## config.mk

```make
export PLATFORM = sky130hd
export DESIGN_NAME = instr_fetch
export DESIGN_NICKNAME = d
export VERILOG_FILES = /design/src/rtl/instr_fetch.sv
export SDC_FILE = /design/constraint.sdc
export NUM_CORES = 1
export LEC_CHECK = 0
export ABC_CLOCK_PERIOD_IN_PS = 50600
export BUFFER_PORTS_ARGS = -buffer_cell sky130_fd_sc_hd__buf_2
export CAP_MARGIN = 20
export CORE_AREA = 2 2 145 147
export DETAILED_ROUTE_END_ITERATION = 8
export DIE_AREA = 0 0 147 149
export SLEW_MARGIN = 15
export SYNTH_ARGS = -nofsm -noshare
export SYNTH_HDL_FRONTEND = slang
export SYNTH_SLANG_ARGS = --single-unit
```

## constraint.sdc

```tcl
create_clock -name clk -period 50.6 [get_ports clk]
set_clock_uncertainty 0.05 [all_clocks]
set_input_delay 2.53 -clock clk [delete_from_list [all_inputs] [get_ports clk]]
set_output_delay 2.53 -clock clk [all_outputs]
set_load 0.005 [all_outputs]
```

## src/rtl/instr_fetch.sv

```systemverilog
// rtl/instr_fetch.sv - program counter, flag register, field slicing and branch resolve
//
// instr_fetch: holds the PC and the {N,Z,V,C} flag register, slices the
// instruction word into datapath fields and computes the next PC.
// Ports:
//   clk, reset           rising-edge clock, synchronous active-high reset
//   instruction[31:0]    instruction word fetched at pc
//   stall                hold pc and flags this cycle
//   setFlags             latch ALU flags (ADDS/SUBS)
//   alu_negative/zero/overflow/carry  ALU status of the current instruction
//   pc[63:0]             current PC (instruction memory address)
//   opcode, Rd, Rn, Rm, Daddr9, Imm12  instruction fields
//   brTaken              next pc is a branch target
//   flags[3:0]           registered {N,Z,V,C}
//
// mux2_1:  one-bit 2:1 mux, out = sel ? i1 : i0
// adder64: 64-bit ripple-carry adder, carry-out discarded (wraps mod 2^64)

module mux2_1 (
  input  logic i0,
  input  logic i1,
  input  logic sel,
  output logic out
);
  assign out = (i1 & sel) | (i0 & ~sel);
endmodule

module adder64 (
  input  logic [63:0] a,
  input  logic [63:0] b,
  output logic [63:0] sum
);
  logic [63:0] carry;

  assign carry[0] = 1'b0;

  for (genvar i = 0; i < 64; i++) begin : g_bit
    assign sum[i] = a[i] ^ b[i] ^ carry[i];
    // The carry out of bit 63 is dropped, so the sum wraps modulo 2^64.
    if (i < 63) begin : g_carry
      assign carry[i+1] = (a[i] & b[i]) | (carry[i] & (a[i] ^ b[i]));
    end
  end
endmodule

module instr_fetch #(
  parameter logic [63:0] RESET_PC = 64'h0
) (
  input  logic        clk,
  input  logic        reset,
  input  logic [31:0] instruction,
  input  logic        stall,
  input  logic        setFlags,
  input  logic        alu_negative,
  input  logic        alu_zero,
  input  logic        alu_overflow,
  input  logic        alu_carry,
  output logic [63:0] pc,
  output logic [10:0] opcode,
  output logic [4:0]  Rd,
  output logic [4:0]  Rn,
  output logic [4:0]  Rm,
  output logic [8:0]  Daddr9,
  output logic [11:0] Imm12,
  output logic        brTaken,
  output logic [3:0]  flags
);
  logic        is_b;
  logic        is_cbz;
  logic        is_bcond;
  logic        cond_ok;
  logic [63:0] off_b;
  logic [63:0] off_cb;
  logic [63:0] off_sel;
  logic [63:0] target;
  logic [63:0] seq_pc;
  logic [63:0] next_pc;

  assign opcode = instruction[31:21];
  assign Rd     = instruction[4:0];
  assign Rn     = instruction[9:5];
  assign Rm     = instruction[20:16];
  assign Daddr9 = instruction[20:12];
  assign Imm12  = instruction[21:10];

  assign is_b     = (instruction[31:26] == 6'b000101);
  assign is_cbz   = (instruction[31:24] == 8'b10110100);
  assign is_bcond = (instruction[31:24] == 8'b01010100);

  // B.cond looks only at the registered flags; a same-cycle setFlags
  // does not forward into the decision.
  always_comb begin
    cond_ok = 1'b0;
    case (instruction[4:0])
      5'h00:   cond_ok = flags[2];              // EQ
      5'h01:   cond_ok = ~flags[2];             // NE
      5'h0B:   cond_ok = flags[3] ^ flags[1];   // LT: N != V
      default: cond_ok = 1'b0;
    endcase
  end

  assign brTaken = is_b | (is_cbz & alu_zero) | (is_bcond & cond_ok);

  // Word offsets, sign-extended and already shifted left by two.
  assign off_b  = {{36{instruction[25]}}, instruction[25:0], 2'b00};
  assign off_cb = {{43{instruction[23]}}, instruction[23:5], 2'b00};

  for (genvar i = 0; i < 64; i++) begin : g_mux
    mux2_1 u_off_mux (
      .i0  (off_cb[i]),
      .i1  (off_b[i]),
      .sel (is_b),
      .out (off_sel[i])
    );
    mux2_1 u_next_mux (
      .i0  (seq_pc[i]),
      .i1  (target[i]),
      .sel (brTaken),
      .out (next_pc[i])
    );
  end

  adder64 u_target_add (
    .a   (pc),
    .b   (off_sel),
    .sum (target)
  );

  adder64 u_seq_add (
    .a   (pc),
    .b   (64'd4),
    .sum (seq_pc)
  );

  always_ff @(posedge clk) begin
    if (reset) begin
      pc    <= RESET_PC;
      flags <= 4'b0000;
    end else if (!stall) begin
      pc <= next_pc;
      if (setFlags) begin
        flags <= {alu_negative, alu_zero, alu_overflow, alu_carry};
      end
    end
  end
endmodule

```

* Word level (Yosys, flattened, before mapping)
Cells that the tools add are included.
** Word-level totals
- Register bits :: 68
- Bits of input ports :: 40
- Word-level logic and storage cells :: 708
** Operators by class
- Bitwise operators :: 698
- Eq/ne operators :: 5
- Mux-type cells :: 1
- Reductions and logical operators :: 2
** Operator list (count)
- bitwise AND 1 bit :: 356
- bitwise XOR 1 bit :: 185
- bitwise OR 1 bit :: 152
- equality test 8 x 7 -> 1 bit, second input constant :: 1
- equality test 8 bit, second input constant :: 1
- equality test 6 x 3 -> 1 bit, second input constant :: 1
- equality test 5 x 1 -> 1 bit, second input constant :: 1
- equality test 5 x 4 -> 1 bit, second input constant :: 1
- zero test 5 bit :: 1
- inverter 1 bit :: 5
- case mux 1 bit (3 select lines) :: 1
- AND reduction 2 bit :: 1

* Longest topological paths before layout
Gate-level depths: netlist of run 1.
- Depth after elaboration :: 128
- Gate-level depth with buffers :: 77
- Mapped depth without buffers :: 75

* Modules after synthesis
Synthesis of run 1 repeated with hierarchy kept, for this count alone.
** Unflattened totals
- Cells, all modules :: 550
- Area, all modules :: 7458.4 sq um
** By module, submodules not included
- instr_fetch :: area an instance 2944.1 sq um, cells an instance 284, instances 1
- adder64 :: area an instance 1296.2 sq um, cells an instance 69, instances 2
- mux2_1 :: area an instance 15.0 sq um, cells an instance 1, instances 128

* Worst setup path after synthesis of run 1
OpenSTA, ideal clock, no wires.
- Kind :: in2reg
- From :: in instruction[27]
- To :: reg pc[63]
- Path buffers :: 2
- Data arrival time :: 28.437 ns
- Library setup time :: 0.121 ns
- Slack :: 21.992 ns
- Stages :: 77
- Data required time :: 50.429 ns
- Cells stage by stage :: or3b_2 > clkbuf_1 > nor2_2 > clkbuf_1 > nand2_1 > nand2_1 > ha_1 > inv_1 > fa_1 > fa_1 > fa_1 > fa_1 > fa_1 > fa_1 > inv_1 > fa_1 > inv_1 > fa_1 > (+41 left out) > fa_1 > fa_1 > fa_1 > fa_1 > fa_1 > fa_1 > fa_1 > fa_1 > fa_1 > fa_1 > fa_1 > fa_1 > fa_1 > inv_1 > and3_1 > o21ai_0 > mux2i_1 > mux2_2
** On the way
- Longest elaborated chain between the ends :: 128
- Elaborated cells between the ends (all ways) :: 326
- Classes of those cells :: eq/ne: 3; bitwise: 323
** Ends and longest elaborated chain
- start: declaration :: RTL line 51 : input logic [31:0] instruction,
- equality test 6 x 3 -> 1 bit :: RTL line 86 : assign is_b = (instruction[31:26] == 6'b000101);
- inverter 1 bit :: RTL line 25 : assign out = (i1 & sel) | (i0 & ~sel);
- bitwise AND 1 bit :: RTL line 25
- bitwise OR 1 bit :: RTL line 25
- bitwise AND 1 bit / bitwise XOR 1 bit (equally long branches) :: RTL line 41 : assign carry[i+1] = (a[i] & b[i]) | (carry[i] & (a[i] ^ b[i]));
- bitwise AND 1 bit :: RTL line 41
- bitwise OR 1 bit :: RTL line 41
- bitwise AND 1 bit :: RTL line 41
- (+112 left out)
- bitwise OR 1 bit :: RTL line 41
- bitwise AND 1 bit :: RTL line 41
- bitwise OR 1 bit :: RTL line 41
- bitwise AND 1 bit :: RTL line 41
- bitwise OR 1 bit :: RTL line 41
- bitwise XOR 1 bit :: RTL line 38 : assign sum[i] = a[i] ^ b[i] ^ carry[i];
- bitwise AND 1 bit :: RTL line 25
- bitwise OR 1 bit * :: RTL line 25
- end signal: assignment :: RTL line 140 : pc <= next_pc;
- end: declaration :: RTL line 58 : output logic [63:0] pc,
Mark *: on every way between the ends. The rest lies on a longest branch, timed or not.
A chain may end at the register's enable or synchronous reset.

* Final worst setup path of run 1
Ends and elaborated chain as after synthesis.

==> load_flow_metrics.sql, run 1 <==
INSERT INTO impl_metrics (metric_group, metric, value, unit) VALUES
('yosys', 'avgSynthCellArea', '9.27', 'um^2'),
('outcome', 'status', 'finished clean', ''),
('final_layout', 'finalCoreUtilization', '0.339', ''),
('route', 'detail-route-antenna-nets', '0', ''),
('cts', 'clockRootBuffer', 'clkbuf_16', ''),
('sta', 'finalHoldViolCount', '0', ''),
('cts', 'post_cts.repair.setup_buffers', '0', ''),
('final_layout', 'share_of_post_route_cells_with_drive_strength_above_1', '0.244', ''),
('final_layout', 'nets', '899', ''),
('route', 'routed_wire_length_per_instance', '14.9', 'um'),
('cts', 'tritoncts_num_sinks', '68', ''),
('cts', 'cts_hold_buffers', '0', ''),
('yosys', 'yosys.cell_count.top_type', 'inv_1', ''),
('power_and_ir_drop', 'pwr_density_cell', '20.9', 'nW/um^2'),
('final_layout', 'area.sequential', '1360', 'um^2'),
('route', 'detail_route.iter0.violations', '164', ''),
('setup_path', 'critical_path_peak_fanout', '18', ''),
('cts', 'clkTransAtPathRegs', '0.06', 'ns'),
('global_route', 'grt_max_degree', '71', ''),
('yosys', 'synthFlopType', 'dfxtp_1', ''),
('yosys', 'yosysSeqAreaShare', '0.225', ''),
('route', 'postRouteWirelength', '15.2', 'mm'),
('cts', 'cts_htree_levels', '3', ''),
('setup_path', 'timing_worst_setup_path_type', 'primary input to flip-flop', ''),
('cts', 'ctsResizeCount', '0', ''),
('route', 'drc', '0', ''),
('floorplanning', 'core', '20600', 'um^2'),
('sta', 'slew-limit-headroom', '0.447', ''),
('final_layout', 'syn_to_final_growth', '15.1', '%'),
('placement', 'place.gp.congestion', '0.841', ''),
('global_route', 'globalRouteOverflowTotal', '0', ''),
('setup_path', 'critical_path_arrival', '28.75', 'ns'),
('sta', 'rsz0062_at_grt', 'no', ''),
('floorplanning', 'area_of_the_die', '21900', 'um^2'),
('setup_path', 'critPathMostFrequentCell', 'fa_1', ''),
('sta', 'worst_slew_pin_slew', '0.830', 'ns'),
('sta', 'timing.final.setup_violations', '0', ''),
('run', 'drv_cap', '0', ''),
('sta', 'final_max_slew_viol_count', '0', ''),
('floorplanning', 'initial_util', '0.294', ''),
('power_and_ir_drop', 'ir_worst_vdd', '0.0142', 'mV'),
('cts', 'clockBufferDepth', '2', ''),
('global_route', 'number_of_global_route_vias_before_repair', '4625', ''),
('yosys', 'yosys.area.top_type', 'dfxtp_1', ''),
('sta', 'maxClockFrequency', '35.0', 'MHz'),
('global_route', 'grt_first_pass_wirelength', '24.5', 'mm'),
('yosys', 'synthDistinctLibCells', '33', ''),
('yosys', 'proportion_of_synthesized_flip_flops_having_asynchronous_set_or_reset', '0', ''),
('route', 'drtPass1Iterations', '4', ''),
('sta', 'fin_tns_setup', '0', 'ns'),
('yosys', 'syn-instance-count', '652', ''),
('floorplanning', 'die_h', '149', 'um'),
('setup_path', 'path_buf_inv', '8', ''),
('yosys', 'synthTopCellsByCount', '98 x inv_1, 68 x dfxtp_1, 61 x ha_1', ''),
('yosys', 'synthTopCellsByArea', 'dfxtp_1 23%, fa_1 20%, ha_1 13%', ''),
('yosys', 'ys_warn_count', '0', ''),
('hold_path', 'min_path_type', 'flip-flop to flip-flop', ''),
('setup_path', 'worst_path_max_delay_cell', 'or3b_2', ''),
('route', 'num_vias', '4654', ''),
('floorplanning', 'io_pins', '156', ''),
('final_layout', 'multi_input_area', '3800', 'um^2'),
('setup_path', 'slowest_delay', '0.51', 'ns'),
('yosys', 'postSynthRegisterBits', '68', ''),
('route', 'detail_route.vias_per_cell', '4.58', ''),
('cts', 'tritoncts.num_buffers', '9', ''),
('global_route', 'grt_antenna_before_repair', '0', ''),
('placement', 'io_buffer_count', '155', ''),
('floorplanning', 'rows', '53', ''),
('cts', 'clk_lat_worst_skew', '0.34', 'ns'),
('global_route', 'grtUsageTotal', '0.144', ''),
('yosys', 'netlist.area_leader.share', '0.225', '');
-- cell type report --
class / count / share of cell area
Sequential cell: 68 / 0.196
Tap cell: 275 / 0.0494
Inverter: 98 / 0.0528
Clock buffer: 13 / 0.0374
Clock inverter: 2 / 0.00144
Timing Repair Buffer: 161 / 0.118
Multi-Input combinational cell: 400 / 0.545
-- cell families (layout without fill, tap and decap cells) --
kind of cell / after synthesis / in the layout / synth area share
multiplexers: 55 / 55 / 0.0913
AO/OA/AOI/OAI: 103 / 103 / 0.111
XOR/XNOR: 2 / 2 / 0.00290
flip-flops: 68 / 68 / 0.225
adder cells (fa/ha/maj): 121 / 121 / 0.325
AND/OR/NAND/NOR: 119 / 119 / 0.0948
buffers and inverters: 184 / 274 / 0.150
-- layout by cell type, fill, tap and decap left out, types with 6 or more instances in the layout --
cell type,count
dfxtp_1,68
o22ai_1,30
o31a_1,28
and2_0,29
nand2_1,37
clkbuf_16,9
a21oi_1,37
fa_1,60
inv_1,98
nor2_1,36
mux2i_1,54
nor2b_1,6
buf_2,155
ha_1,61
buf_4,6
-- final timing paths --
check | start | to | slack, ns | cells after the start
hold / removal | pc[1] | pc[1] | 0.41 | 1
hold reg to reg | pc[1] | pc[1] | 0.41 | 1
setup reg to reg | pc[2] | pc[63] | 24.91 | 71
setup / recovery | instruction[27] | pc[63] | 22.03 | 77
-- report_power, final --
group	switching, mW	internal [mW]	leakage, nW
sequential	0.00172	0.0555	0.555
clock	0.0247	0.0355	0.135
combinational	0.0161	0.0119	2.80
-- stage by stage --
| stage | hold WS [ns] | area [um^2] | instances | setup WS (ns) |
|---|---|---|---|---|
| 2_1_floorplan | 0.389 | 6050 | 652 | 21.99 |
| 4_1_cts | 0.416 | 6960 | 1017 | 21.91 |
| 6_report | 0.414 | 6960 | 1017 | 22.03 |
| 3_3_place_gp | 0.397 | 6690 | 1002 | 21.78 |
| 3_5_place_dp | 0.402 | 6690 | 1002 | 21.65 |
| 5_1_grt | 0.441 | 6960 | 1017 | 21.06 |
-- state kept, by name, indices dropped and copies added (netlist names) --
signal and flops:
pc 64, flags 4
-- layer usage --
layer / up-vias / wire (um) / global-route usage
li1: 2257 / - / -
met1: 2264 / 6660 / 0.172
met2: 117 / 7360 / 0.252
met3: 16 / 846 / 0.0361
met4: 0 / 302 / 0.0543
met5: - / 0 / 0
Power figures use the tool's default switching activity.
==> run 2, diff against run 1 <==
Settings changed: ABC_AREA from default to 1, ABC_CLOCK_PERIOD_IN_PS 50600 to 27800, CORE_AREA 2 2 145 147 to 2 2 152 154, DIE_AREA 0 0 147 149 to 0 0 154 156.
Clock period 50.6 ns to 27.8 ns, I/O delays scaled along.
==> run 2 against run 1 <==
Effect of this change:
- clock-buffer cell count up 1
- critical endpoint unchanged
- critical path type unchanged
- die area rose by 9.7%
- synthesized area grew 9.2%
- clock power increased by 99%
- critical path depth grew 3
- non-clock buffer count up 6
- cell count is 25% higher
- global-route usage down 0.13 points
- power is 110% higher
==> load_flow_metrics.sql, run 2 <==
INSERT INTO impl_metrics (metric_group, metric, value, unit) VALUES
('outcome', 'status', 'finished clean', ''),
('setup_path', 'slowest_delay', '0.44', 'ns'),
('route', 'drc', '0', ''),
('yosys', 'synth-edff-count', '0', ''),
('yosys', 'ys_warn_count', '0', ''),
('yosys', 'proportion_of_synthesized_flip_flops_having_asynchronous_set_or_reset', '0', ''),
('yosys', 'netlist.area_leader.share', '0.206', ''),
('power_and_ir_drop', 'pwr_density_cell', '41.1', 'nW/um^2'),
('sta', 'fin_tns_setup', '0', 'ns'),
('global_route', 'grt_antenna_before_repair', '1', ''),
('power_and_ir_drop', 'power.share.switching', '0.310', ''),
('placement', 'place.gp.congestion', '0.790', ''),
('placement', 'io_buffer_count', '155', ''),
('setup_path', 'worstSetupStartpointType', 'primary input', ''),
('setup_path', 'timing_worst_setup_path_type', 'primary input to flip-flop', ''),
('power_and_ir_drop', 'p_sw', '0.0960', 'mW'),
('global_route', 'grt_first_pass_wirelength', '27.4', 'mm'),
('final_layout', 'leading_cell_types_in_the_layout_fill_and_taps_excluded', '207 x inv_1, 155 x buf_2, 145 x nand2_1', ''),
('yosys', 'avgSynthCellArea', '7.37', 'um^2'),
('setup_path', 'critical_path_peak_fanout', '5', ''),
('route', 'wl_met2', '8.37', 'mm'),
('route', 'num_vias', '5715', ''),
('route', 'wl_met1', '7.51', 'mm'),
('floorplanning', 'die_h', '156', 'um'),
('global_route', 'number_of_global_route_vias_before_repair', '5391', ''),
('power_and_ir_drop', 'p_leak', '4.26', 'nW'),
('power_and_ir_drop', 'part_of_the_total_power_dissipated_in_the_clock_network', '0.387', ''),
('final_layout', 'top_register_by_number_of_flip_flops', 'pc', ''),
('sta', 'rsz0062_at_grt', 'no', ''),
('sta', 'timing.final.setup_violations', '0', ''),
('cts', 'cts_htree_levels', '3', ''),
('floorplanning', 'rows', '55', ''),
('route', 'wl_met3', '926', 'um'),
('power_and_ir_drop', 'ir_worst_vdd', '0.0227', 'mV'),
('route', 'detail_route.iter0.violations', '285', ''),
('yosys', 'synth.cell_area', '6600', 'um^2'),
('yosys', 'synthFlopType', 'dfxtp_1', ''),
('power_and_ir_drop', 'power_frac_seq', '0.353', ''),
('cts', 'clockRootBuffer', 'clkbuf_16', ''),
('floorplanning', 'io_pins', '156', ''),
('sta', 'slew-limit-headroom', '0.483', ''),
('floorplanning', 'dieWidth', '154', 'um'),
('route', 'drtPass1Iterations', '4', ''),
('final_layout', 'antennaDiodeCount', '0', ''),
('sta', 'fin_worst_hold_slack', '0.367', 'ns'),
('final_layout', 'layout_commonest_cell', 'inv_1', ''),
('yosys', 'syn-instance-count', '896', ''),
('sta', 'maxClockFrequency', '37.3', 'MHz'),
('route', 'postRouteWirelength', '17.1', 'mm'),
('power_and_ir_drop', 'share_comb_of_total_power', '0.259', ''),
('final_layout', 'syn_to_final_growth', '14.1', '%'),
('cts', 'tritoncts', 'yes', ''),
('sta', 'worst_slew_pin_slew', '0.775', 'ns'),
('final_layout', 'fillCellCount', '2413', ''),
('yosys', 'yosysSeqAreaShare', '0.206', ''),
('setup_path', 'setup.worst_path.end_class', 'flip-flop', ''),
('yosys', 'postSynthRegisterBits', '68', ''),
('final_layout', 'share_of_post_route_cells_with_drive_strength_above_1', '0.199', ''),
('route', 'routed.top_layer', 'met5', ''),
('setup_path', 'worst_path_max_delay_cell', 'fa_1', ''),
('cts', 'tritoncts_num_sinks', '68', ''),
('setup_path', 'critical_path_arrival', '26.97', 'ns'),
('yosys', 'synthTopCellsByCount', '207 x inv_1, 147 x nand2_1, 128 x nand3_1', ''),
('global_route', 'grtUsageTotal', '0.143', ''),
('global_route', 'globalRouteOverflowTotal', '0', ''),
('setup_path', 'critPathMostFrequentCell', 'fa_1', ''),
('final_layout', 'nets', '1142', ''),
('cts', 'cts_hold_buffers', '0', ''),
('floorplanning', 'area_of_the_die', '24000', 'um^2'),
('hold_path', 'min_path_type', 'flip-flop to flip-flop', ''),
('yosys', 'synth_net_count', '1057', ''),
('floorplanning', 'core', '22400', 'um^2'),
('sta', 'timing.final.crit_period', '26.80', 'ns'),
('cts', 'tritoncts.num_buffers', '9', ''),
('cts', 'clockBufferDepth', '2', ''),
('sta', 'finalHoldViolCount', '0', ''),
('cts', 'clkTransAtPathRegs', '0.05', 'ns'),
('cts', 'clk_lat_worst_skew', '0.34', 'ns'),
('yosys', 'yosys.cell_count.top_type', 'inv_1', ''),
('final_layout', 'largest_reg_flops', '64', ''),
('sta', 'min_period_over_period', '0.964', ''),
('placement', 'post-dp-hpwl', '12.2', 'mm'),
('yosys', 'synthTopCellsByArea', 'dfxtp_1 21%, fa_1 18%, inv_1 12%', ''),
('yosys', 'synthDistinctLibCells', '24', ''),
('floorplanning', 'initial_util', '0.295', ''),
('global_route', 'grt_max_degree', '68', ''),
('final_layout', 'biggestRegsByFlops', 'pc x64, flags x4', ''),
('setup_path', 'worstPathRequired', '27.97', 'ns'),
('route', 'routed_wire_length_per_instance', '13.5', 'um'),
('route', 'detail_route.vias_per_cell', '4.50', ''),
('sta', 'final_max_slew_viol_count', '0', ''),
('yosys', 'yosys.area.top_type', 'dfxtp_1', ''),
('route', 'detail-route-antenna-nets', '0', ''),
('power_and_ir_drop', 'power_report.internal_total', '0.214', 'mW'),
('run', 'drv_cap', '0', '');
-- run 2: repair_timing --
| action | in CTS | in global routing |
|---|---|---|
| resized for setup | 0 | 11 |
| endpoints found under the setup margin | 0 | 2 |
| buffers inserted | 0 | 4 |
-- run 2: cells by family (layout without fill, tap and decap cells) --
group,after synthesis,in the layout,share of synthesized area
adder cells (fa/ha/maj),121,121,0.298
flip-flops,68,68,0.206
XOR/XNOR,2,2,0.00265
buffers and inverters,303,391,0.217
multiplexers,2,2,0.00303
AND/OR/NAND/NOR,308,309,0.203
AO/OA/AOI/OAI,92,92,0.0707
-- run 2: final timing paths --
kind	from	endpoint	slack, ns	cells past startpoint
worst min-delay path	pc[1]	pc[1]	0.37	2
worst max-delay path	instruction[28]	pc[63]	1.00	80
worst max register to register	pc[2]	pc[63]	2.24	73
worst min register to register	pc[1]	pc[1]	0.37	2
-- run 2: stage by stage --
stage / cells / cell area [um^2] / util / total power [mW] / worst slack (ns)
6_report: 1270 / 7530 / 0.337 / 0.310 / 1.00
5_1_grt: 1270 / 7530 / 0.337 / 0.335 / 0.0586
2_1_floorplan: 896 / 6600 / - / 0.169 / 1.24
3_5_place_dp: 1250 / 7150 / 0.320 / 0.192 / 0.337
3_3_place_gp: 1250 / 7150 / 0.320 / 0.190 / 0.487
4_1_cts: 1265 / 7460 / 0.333 / 0.316 / 0.530
-- run 2: per-layer routing --
layer	vias up	global-route usage
met5	-	0
li1	2863	-
met4	2	0.0423
met1	2663	0.179
met2	169	0.249
met3	18	0.0292
-- run 2: critical path, delay by kind of cell --
kind | cells | cell delay (ns)
and+or+nand+nor | 7 | 0.57
adders and majority gates | 61 | 23.98
buffers and inverters | 9 | 0.72
AOI/OAI and AO/OA | 2 | 0.10
xor gates and xnor gates | 1 | 0.16
-- run 2: cell type report --
type / count / area, um^2 / area share
inverters: 209 / 785 / 0.104
clock inverters: 1 / 30.0 / 0.00399
clock buffers: 14 / 274 / 0.0364
well taps: 285 / 357 / 0.0473
flip-flops and latches: 68 / 1360 / 0.181
repair buffers: 167 / 866 / 0.115
multi-input cells: 526 / 3860 / 0.513
-- run 2: power by group through the flow --
stage | registers, mW | logic [mW] | clock network, mW
4_1_cts | 0.110 | 0.0809 | 0.125
6_report | 0.109 | 0.0804 | 0.120
3_3_place_gp | 0.112 | 0.0784 | 0
2_1_floorplan | 0.111 | 0.0577 | 0
5_1_grt | 0.110 | 0.0951 | 0.129
3_5_place_dp | 0.112 | 0.0804 | 0
==> run 3, diff against run 2 <==
Settings changed: CORE_AREA 2 2 152 154 to 2 2 162 164, DIE_AREA 0 0 154 156 to 0 0 164 166, SYNTH_HIERARCHICAL from default to 1.
==> run 3 against run 2 <==
Effect of this change:
- sequential power rose by 23%
- die area rose by 13%
- hold slack improved by 0.040 ns
- clock-buffer cell count fell by 3
- core utilization rose by 0.84 points
- power rose by 35%
- critical endpoint unchanged
- critical path type unchanged
- synthesized cell count rose by 17%
- cell count rose by 23%
- highest routed layer is now met4
- worst setup slack improved by 0.29 ns
- sequential share of layout area fell by 2.7 points
- critical path depth fell by 1
- fmax rose by 1.1%
==> load_flow_metrics.sql, run 3 <==
INSERT INTO impl_metrics (metric_group, metric, value, unit) VALUES
('global_route', 'globalRouteOverflowTotal', '0', ''),
('global_route', 'number_of_global_route_vias_before_repair', '6160', ''),
('power_and_ir_drop', 'p_leak', '4.44', 'nW'),
('run', 'drv_cap', '0', ''),
('floorplanning', 'rows', '59', ''),
('placement', 'dpl-instance-area', '8530', 'um^2'),
('route', 'detail_route.vias_per_cell', '4.10', ''),
('final_layout', 'biggestRegsByFlops', 'pc x64, flags x4', ''),
('cts', 'cts_htree_levels', '3', ''),
('sta', 'rsz0062_at_grt', 'no', ''),
('sta', 'final_max_slew_viol_count', '0', ''),
('yosys', 'proportion_of_synthesized_flip_flops_having_asynchronous_set_or_reset', '0', ''),
('final_layout', 'antennaDiodeCount', '0', ''),
('final_layout', 'syn_to_final_growth', '16.9', '%'),
('yosys', 'yosys.cell_count.top_type', 'nand2_1', ''),
('cts', 'tritoncts.num_buffers', '9', ''),
('yosys', 'synth-edff-count', '0', ''),
('sta', 'maxClockFrequency', '37.7', 'MHz'),
('floorplanning', 'core', '25600', 'um^2'),
('global_route', 'grt_max_degree', '96', ''),
('final_layout', 'fillCellCount', '2775', ''),
('yosys', 'synthDistinctLibCells', '18', ''),
('final_layout', 'top_register_by_number_of_flip_flops', 'pc', ''),
('cts', 'ctsResizeCount', '0', ''),
('floorplanning', 'initial_util', '0.295', ''),
('route', 'routed_wire_length_per_instance', '11.8', 'um'),
('final_layout', 'nets', '1389', ''),
('route', 'postRouteWirelength', '18.4', 'mm'),
('placement', 'io_buffer_count', '155', ''),
('global_route', 'grt_antenna_before_repair', '0', ''),
('sta', 'timing.final.setup_violations', '0', ''),
('setup_path', 'worst_path_max_delay_cell', 'fa_1', ''),
('final_layout', 'layout_commonest_cell', 'nand2_1', ''),
('yosys', 'synthFlopType', 'dfxtp_1', ''),
('final_layout', 'multi_input_area', '5320', 'um^2'),
('setup_path', 'timing_worst_setup_path_type', 'primary input to flip-flop', ''),
('cts', 'tritoncts_num_sinks', '68', ''),
('floorplanning', 'dieWidth', '164', 'um'),
('global_route', 'grtUsageTotal', '0.142', ''),
('final_layout', 'final_instance_area', '8840', 'um^2'),
('sta', 'worst_slew_pin_slew', '1.00', 'ns'),
('setup_path', 'slowest_delay', '0.44', 'ns'),
('sta', 'finalHoldViolCount', '0', ''),
('setup_path', 'worstSetupStartpointType', 'primary input', ''),
('hold_path', 'min_path_type', 'flip-flop to flip-flop', ''),
('yosys', 'synth.cell_area', '7570', 'um^2'),
('cts', 'clockRootBuffer', 'clkbuf_16', ''),
('final_layout', 'area.sequential', '1360', 'um^2'),
('route', 'detail_route.iter0.violations', '322', ''),
('yosys', 'netlist.area_leader.share', '0.328', ''),
('yosys', 'avgSynthCellArea', '7.20', 'um^2'),
('floorplanning', 'io_pins', '156', ''),
('yosys', 'postSynthRegisterBits', '68', ''),
('yosys', 'synthTopCellsByCount', '537 x nand2_1, 157 x inv_1, 124 x fa_1', ''),
('yosys', 'ys_warn_count', '6', ''),
('power_and_ir_drop', 'pwr_density_cell', '47.3', 'nW/um^2'),
('placement', 'post-dp-hpwl', '13.4', 'mm'),
('global_route', 'grt_first_pass_wirelength', '31.2', 'mm'),
('route', 'detail-route-antenna-nets', '0', ''),
('sta', 'fin_tns_setup', '0', 'ns'),
('route', 'drc', '0', ''),
('sta', 'slew-limit-headroom', '0.333', ''),
('setup_path', 'critical_path_peak_fanout', '7', ''),
('final_layout', 'leading_cell_types_in_the_layout_fill_and_taps_excluded', '536 x nand2_1, 156 x inv_1, 155 x buf_2', ''),
('cts', 'clockBufferDepth', '2', ''),
('cts', 'cts_hold_buffers', '0', ''),
('cts', 'tritoncts', 'yes', ''),
('final_layout', 'share_of_post_route_cells_with_drive_strength_above_1', '0.163', ''),
('cts', 'clkTransAtPathRegs', '0.06', 'ns'),
('setup_path', 'critPathMostFrequentCell', 'fa_1', ''),
('power_and_ir_drop', 'ir_worst_vdd', '0.0266', 'mV'),
('yosys', 'yosysSeqAreaShare', '0.180', ''),
('route', 'num_vias', '6403', ''),
('sta', 'timing.final.crit_period', '26.51', 'ns'),
('cts', 'clk_lat_worst_skew', '0.34', 'ns'),
('outcome', 'status', 'finished clean', ''),
('setup_path', 'setup.worst_path.end_class', 'flip-flop', ''),
('sta', 'min_period_over_period', '0.954', ''),
('yosys', 'yosys.area.top_type', 'fa_1', ''),
('cts', 'post_cts.repair.setup_buffers', '0', ''),
('route', 'drtPass1Iterations', '4', ''),
('yosys', 'synthTopCellsByArea', 'fa_1 33%, nand2_1 27%, dfxtp_1 18%', ''),
('final_layout', 'largest_reg_flops', '64', ''),
('setup_path', 'worstPathRequired', '28.01', 'ns'),
('setup_path', 'critical_path_arrival', '26.72', 'ns'),
('yosys', 'syn-instance-count', '1051', ''),
('floorplanning', 'area_of_the_die', '27200', 'um^2'),
('placement', 'place.gp.congestion', '0.776', ''),
('floorplanning', 'die_h', '166', 'um');
run 3: cell types whose count changed after synthesis, sizes merged, moves of 3 or more:
cell    previous run  this run
a211oi             0         3
a21oi             70        65
buf               73        66
clkbuf            21         3
fa                60       124
ha                61         2
inv              209       158
nand2            148       537
nand3            129         8
nor2              27        10
o21ai             21         0
run 3: per-layer routing:
layer | track usage | part of all wire | up-vias
met5 | 0 | 0 | -
met4 | 0.0309 | 0.012 | 0
met3 | 0.0247 | 0.043 | 15
met2 | 0.240 | 0.46 | 148
met1 | 0.190 | 0.48 | 2934
li1 | - | - | 3306
run 3: report_power, final:
group	switching (mW)	internal (mW)
combinational	0.0852	0.0728
sequential	0.0230	0.111
clock	0.0461	0.0807
run 3: critical path: cells and delay by family:
kind	cells	cell delay (ns)
compound gates	1	0.15
fa+ha+maj	61	23.93
simple gates	10	0.74
buf+inv	7	0.51
run 3: final timing paths:
check                       start        to  slack [ns]  cells past startpoint
setup / recovery  instruction[27]    pc[63]        1.29                     79
hold / removal           flags[0]  flags[0]        0.41                      2
setup reg to reg            pc[2]    pc[63]        2.65                     70
hold reg to reg          flags[0]  flags[0]        0.41                      2
run 3: layout make-up:
type	count	share of cell area
clock buffers	11	0.0274
flip-flops and latches	68	0.154
well taps	335	0.0474
inverters	158	0.0672
clock inverters	5	0.00849
repair buffers	162	0.0937
multi-input cells	824	0.602
run 3: logic make-up after synthesis:
group                      synth area share
and+or+nand+nor                       0.280
buffers and inverters                 0.151
adders and majority gates             0.331
AOI/OAI and AO/OA                    0.0559
DFF                                   0.180
other                              0.000993
run 3: through the flow:
stage               std cells  power, mW   util  setup slack [ns]  hold WS [ns]
global placement         1547      0.290  0.333              1.41         0.400
global route             1563      0.463  0.345             0.266         0.455
detailed placement       1547      0.296  0.333             0.988         0.404
floorplan                1119      0.249      -             0.468         0.407
CTS                      1563      0.428  0.345              1.36         0.412
finish                   1563      0.419  0.345              1.29         0.407
